==> config.mk <==
export PLATFORM = sky130hd
export DESIGN_NAME = alu_share_arb
export DESIGN_NICKNAME = d
export VERILOG_FILES = /design/src/rtl/alu_share_pkg.sv /design/src/rtl/alu_share_arb_rr_pick.sv /design/src/rtl/alu_share_arb.sv
export SDC_FILE = /design/constraint.sdc
export NUM_CORES = 1
export LEC_CHECK = 0
export CAP_MARGIN = 20
export CELL_PAD_IN_SITES_DETAIL_PLACEMENT = 2
export CELL_PAD_IN_SITES_GLOBAL_PLACEMENT = 2
export CORE_MARGIN = 4
export CORE_UTILIZATION = 25
export DETAILED_ROUTE_END_ITERATION = 12
export MAX_ROUTING_LAYER = met4
export PLACE_DENSITY_LB_ADDON = 0.05
export SYNTH_ARGS = -nofsm -noshare
export SYNTH_HDL_FRONTEND = slang
export SYNTH_SLANG_ARGS = --single-unit
export TNS_END_PERCENT = 1
==> constraint.sdc <==
create_clock -name clk -period 12.3 [get_ports clk]
set_clock_uncertainty 0.15 [all_clocks]
set_input_delay 3.69 -clock clk [delete_from_list [all_inputs] [get_ports clk]]
set_output_delay 3.69 -clock clk [all_outputs]
set_load 0.005 [all_outputs]
==> src/rtl/alu_share_pkg.sv <==
// Shared FSM states, ALU opcodes and the compensation helper for alu_share_arb.
// Defining ALU_SHARE_COMP_EN adds the COMP state and alu_comp().
package alu_share_pkg;

    localparam logic [2:0] SEL_ADD   = 3'b000;
    localparam logic [2:0] SEL_SUB   = 3'b001;
    localparam logic [2:0] SEL_AND   = 3'b010;
    localparam logic [2:0] SEL_OR    = 3'b011;
    localparam logic [2:0] SEL_XOR   = 3'b100;
    localparam logic [2:0] SEL_SHL   = 3'b101;
    localparam logic [2:0] SEL_SHR   = 3'b110;
    localparam logic [2:0] SEL_PASSB = 3'b111;

`ifdef ALU_SHARE_COMP_EN
    localparam int COMP_W = 32;

    typedef enum logic [1:0] {
        ST_IDLE = 2'd0,
        ST_EXEC = 2'd1,
        ST_RESP = 2'd2,
        ST_COMP = 2'd3
    } state_e;

    // Correction term for the approximate adder's two low carry positions.
    function automatic logic [COMP_W-1:0] alu_comp(input logic [COMP_W-1:0] a,
                                                   input logic [COMP_W-1:0] b);
        alu_comp = {{(COMP_W-3){1'b0}}, a[1] & b[1], a[0] & b[0], 1'b0};
    endfunction
`else
    typedef enum logic [1:0] {
        ST_IDLE = 2'd0,
        ST_EXEC = 2'd1,
        ST_RESP = 2'd2
    } state_e;
`endif

endpackage

==> src/rtl/alu_share_arb_rr_pick.sv <==
// Combinational round-robin picker: first set request at or after ptr_i, wrapping.
module rr_pick #(
    parameter int NREQ = 4,
    parameter int IDW  = $clog2(NREQ)
) (
    input  logic [NREQ-1:0] req_i,
    input  logic [IDW-1:0]  ptr_i,
    output logic [NREQ-1:0] gnt_o,
    output logic [IDW-1:0]  idx_o
);

    always_comb begin
        int          j;
        logic        found;
        logic [IDW-1:0] jIdx;
        gnt_o = '0;
        idx_o = '0;
        found = 1'b0;
        j     = 0;
        jIdx  = '0;
        for (int k = 0; k < NREQ; k++) begin
            j = int'(ptr_i) + k;
            if (j >= NREQ) begin
                j = j - NREQ;
            end
            jIdx = IDW'(j);
            if (!found && req_i[jIdx]) begin
                found       = 1'b1;
                gnt_o[jIdx] = 1'b1;
                idx_o       = jIdx;
            end
        end
    end

endmodule

==> src/rtl/alu_share_arb.sv <==
// Shares one external combinational ALU among NREQ requesters with round-robin grants.
// Define ALU_SHARE_COMP_EN to add a compensation pass for add operations.
module alu_share_arb #(
    parameter int NREQ  = 4,
    parameter int WIDTH = 16
) (
    input  logic                     clk,
    input  logic                     rst_n,
    input  logic [NREQ-1:0]          req_valid,
    output logic [NREQ-1:0]          req_ready,
    input  logic [NREQ*WIDTH-1:0]    req_a,
    input  logic [NREQ*WIDTH-1:0]    req_b,
    input  logic [NREQ*3-1:0]        req_sel,
    output logic                     rsp_valid,
    input  logic                     rsp_ready,
    output logic [$clog2(NREQ)-1:0]  rsp_id,
    output logic [WIDTH:0]           rsp_y,
    output logic [WIDTH-1:0]         alu_a,
    output logic [WIDTH-1:0]         alu_b,
    output logic [2:0]               alu_sel,
    input  logic [WIDTH:0]           alu_y,
    output logic                     busy
);
    import alu_share_pkg::*;

    localparam int IDW = $clog2(NREQ);

    state_e          state_q, state_d;
    logic [IDW-1:0]  rr_ptr_q, rr_ptr_d;
    logic [IDW-1:0]  id_q, id_d;
    logic [WIDTH-1:0] a_q, a_d;
    logic [WIDTH-1:0] b_q, b_d;
    logic [2:0]      sel_q, sel_d;
    logic [WIDTH:0]  y_q, y_d;
    logic [NREQ-1:0] gnt;
    logic [IDW-1:0]  gIdx;

    rr_pick #(
        .NREQ (NREQ),
        .IDW  (IDW)
    ) uPick (
        .req_i (req_valid),
        .ptr_i (rr_ptr_q),
        .gnt_o (gnt),
        .idx_o (gIdx)
    );

    // Grant and operand capture happen only in IDLE; ready is masked while reset is held.
    always_comb begin
        state_d   = state_q;
        rr_ptr_d  = rr_ptr_q;
        id_d      = id_q;
        a_d       = a_q;
        b_d       = b_q;
        sel_d     = sel_q;
        y_d       = y_q;
        req_ready = '0;
        alu_a     = '0;
        alu_b     = '0;
        alu_sel   = '0;
        case (state_q)
            ST_IDLE: begin
                if (rst_n && (|req_valid)) begin
                    req_ready = gnt;
                    for (int i = 0; i < NREQ; i++) begin
                        if (gnt[i]) begin
                            a_d   = req_a[i*WIDTH +: WIDTH];
                            b_d   = req_b[i*WIDTH +: WIDTH];
                            sel_d = req_sel[i*3 +: 3];
                        end
                    end
                    id_d = gIdx;
                    if (gIdx == IDW'(NREQ - 1)) begin
                        rr_ptr_d = '0;
                    end else begin
                        rr_ptr_d = gIdx + 1'b1;
                    end
                    state_d = ST_EXEC;
                end
            end
            ST_EXEC: begin
                alu_a   = a_q;
                alu_b   = b_q;
                alu_sel = sel_q;
                y_d     = alu_y;
`ifdef ALU_SHARE_COMP_EN
                state_d = (sel_q == SEL_ADD) ? ST_COMP : ST_RESP;
`else
                state_d = ST_RESP;
`endif
            end
`ifdef ALU_SHARE_COMP_EN
            ST_COMP: begin
                alu_a   = y_q[WIDTH-1:0];
                alu_b   = WIDTH'(alu_comp(COMP_W'(a_q), COMP_W'(b_q)));
                alu_sel = SEL_ADD;
                y_d     = {y_q[WIDTH] | alu_y[WIDTH], alu_y[WIDTH-1:0]};
                state_d = ST_RESP;
            end
`endif
            ST_RESP: begin
                if (rsp_ready) begin
                    state_d = ST_IDLE;
                end
            end
            default: begin
                state_d = ST_IDLE;
            end
        endcase
    end

    always_ff @(posedge clk or negedge rst_n) begin
        if (!rst_n) begin
            state_q  <= ST_IDLE;
            rr_ptr_q <= '0;
            id_q     <= '0;
            a_q      <= '0;
            b_q      <= '0;
            sel_q    <= '0;
            y_q      <= '0;
        end else begin
            state_q  <= state_d;
            rr_ptr_q <= rr_ptr_d;
            id_q     <= id_d;
            a_q      <= a_d;
            b_q      <= b_d;
            sel_q    <= sel_d;
            y_q      <= y_d;
        end
    end

    assign rsp_valid = (state_q == ST_RESP);
    assign rsp_id    = id_q;
    assign rsp_y     = y_q;
    assign busy      = (state_q != ST_IDLE);

endmodule

==> results.md <==
- CORE AREA: 18800 µm²
- Fillers: 2061
- CP Data Arrival Time: 6.75 ns
- Die height: 146 µm
- FF+latch count, synth: 58
- Vias per cell: 5.40
- Pwr dens: 254 nW/µm²
- Die ar.: 21400 µm²
- Initial drt markers: 171
- Post-synth cell types: 44
- Final worst setup slack: 1.71 ns
- Fmax: 94.4 MHz
- Place WS: 1.67 ns
- Hold buffer count at CTS: 0
- Post-CTS setup buffers: 0
- Worst VDD drop: 0.113 mV
- Outcome: finished clean
- Initial antenna violation count: 4
- Fin. max-slew vios: 0
- Finish-stage setup viols: 0
- Post-cts resize count: 0
- Endpoints failing hold: 0
- Vias in the first global route: 5951
- Hold Slack: 0.359 ns
- DR pass1 iterations: 4
- Post-synth net total: 702
- # rows: 50
- CTS Buffer Depth: 2
- Startpoint Class: input pin
- Slew HR: 29.3%
- Placed Cells: 937
- Synth top area cells: dfrtp_1 (30%), o31a_1 (6.6%), a32oi_1 (6.4%)
- Global-route wire length before repair: 35.5 mm
- Hold WC Path Type: flop to flop
- Starting Density: 25.5%
- Max Cap Violations: 0
- Global placer's final weighted congestion: 0.804
- Most frequent cell after synthesis: inv_1
- Required @ worst endpoint: 8.46 ns
- Fraction of registers with async set/reset: 100%
- Avg Cell Area, Syn: 8.97 µm²
- Worst Setup Path Type: input pin to output port
- Dominant synthesized flop cell: dfrtp_1
- Least-Margin Pin Slew: 1.06 ns
- Critical Path End Type: output port
- GR Util All Layers: 21.5%
- Final net count: 883
- Area leader, netlist: dfrtp_1
- Worst setup startpoint: req_valid[1]
- Clock Tree Root: clkbuf_16
- Crit share post-route: 86.1%
- CTS tree: yes
- Total number of vias: 5164
- Clock transition at path regs: 0.05 ns
- Post-Syn Instances: 533
- Top cell type's share of synthesized area: 30.4%
- List of most frequent post-synthesis cells: inv_1 (78), dfrtp_1 (58), clkbuf_1 (42)
- Post-synth EDFFs: 0
- Post-DP HPWL: 15.6 mm
- Non-filler cells, final: 957
- Num ports: 224
- Critical path peak fanout: 37
- TritonCTS Buffers: 9
- Detailed Route WL: 22.5 mm
- Max H-tree Level: 3
- Layout cells sized above 1: 9.46%
- Unrepaired setup endpoints after global routing: false
- Fin area: 7420 µm²
- Sequential element share of the synthesized area: 30.4%
- Register area: 1450 µm²
- Synth Cell Area: 4780 µm²
- Synth-to-Final Area Change: 55.1%
- Routed len/inst: 23.6 µm
- Placed cell areas: 7100 µm²
- Area occupied by multi-input gates: 2760 µm²
- Final worst path period need: 10.59 ns
- Largest net degree at the start of global routing: 71
- Remaining routing DRC violations: 0
- Yosys warning total: 0
- Worst skew pair latency: 0.33 ns
- Setup TNS: 0 ns
- Routed Antenna Nets: 0
- Port bufs: 223
- HP Start: rsp_y[16]
- DIE WIDTH: 146 µm
- GRT overflow: 0
- Clock Sink Count: 58
- P_leak: 0.00299 µW
worst paths after layout:
path                                     end  slack, ns  cells after the start
worst min-delay path               rsp_y[16]       0.36                      1
worst max register to register        b_q[0]       7.76                     10
min in group asynchronous           rsp_y[8]       3.39                      2
worst min register to register     rsp_y[16]       0.36                      1
worst max-delay path            req_ready[2]       1.71                      7
max in group asynchronous             a_q[4]       8.05                      2
layout make-up:
| type | instances | share of cell area, % |
|---|---|---|
| inverters | 79 | 4.00 |
| clock buffers | 12 | 3.46 |
| well taps | 234 | 3.95 |
| flip-flops and latches | 58 | 19.6 |
| clock inverters | 4 | 0.675 |
| multi-input cells | 333 | 37.2 |
| diodes | 4 | 0.135 |
| repair buffers | 233 | 31.0 |
metrics by stage:
step	total power [µW]	utilization, %
finish	1890	39.5
global route	2030	39.5
CTS	1920	39.5
detailed placement	1640	37.8
global placement	1590	37.8
floorplan	1170	-
where the power goes:
part / internal, µW / leakage (µW) / switching [µW]
clock network: 167 / 0.000145 / 94.6
logic: 549 / 0.00220 / 726
registers: 290 / 0.000654 / 58.7
layer usage:
layer	wire length (µm)	part of all wire [%]	track usage, %
met2	10700	48	35.1
met1	10300	46	27.0
met5	0	0	-
met4	184	0.82	4.47
met3	1320	5.8	5.59
sequential cells by signal, summed over array words and instances (netlist names), named ones only:
register and flops:
a_q 16, rsp_y 17, state_q 2, b_q 16, rsp_id 2, rr_ptr_q 1, sel_q 3
critical path, stage by stage:
cell,delay [ns]
clkdlybuf4s50_1,0.65
nor3b_1,0.27
o211ai_1,0.32
a21oi_4,0.93
nor3_2,0.20
nor2_1,0.16
clkdlybuf4s50_1,0.52
placed cells by master (no fill, tap or decap), drive strengths merged, types with 3 or more instances in the layout:
master / n
a21oi: 39
a221oi: 4
a32oi: 35
and2: 35
buf: 11
clkbuf: 12
clkdlybuf4s50: 222
dfrtp: 58
diode: 4
ha: 5
inv: 79
mux2: 20
nand2: 6
nor2: 11
nor2b: 4
nor3: 5
nor4b: 36
o21ai: 3
o311ai: 35
o31a: 36
o31ai: 38
cells by family (layout without fill, tap and decap cells):
family / Yosys count / count (layout) / synth area share [%]
AO/OA/AOI/OAI: 199 / 199 / 33.0
buffers and inverters: 142 / 328 / 13.2
AND/OR/NAND/NOR: 105 / 105 / 16.1
flip-flops: 58 / 58 / 30.4
multiplexers: 22 / 22 / 5.65
adder cells (fa/ha/maj): 5 / 5 / 1.31
XOR/XNOR: 2 / 2 / 0.366
other: 0 / 4 / 0
No activity file was read; power rests on OpenSTA's default activity.
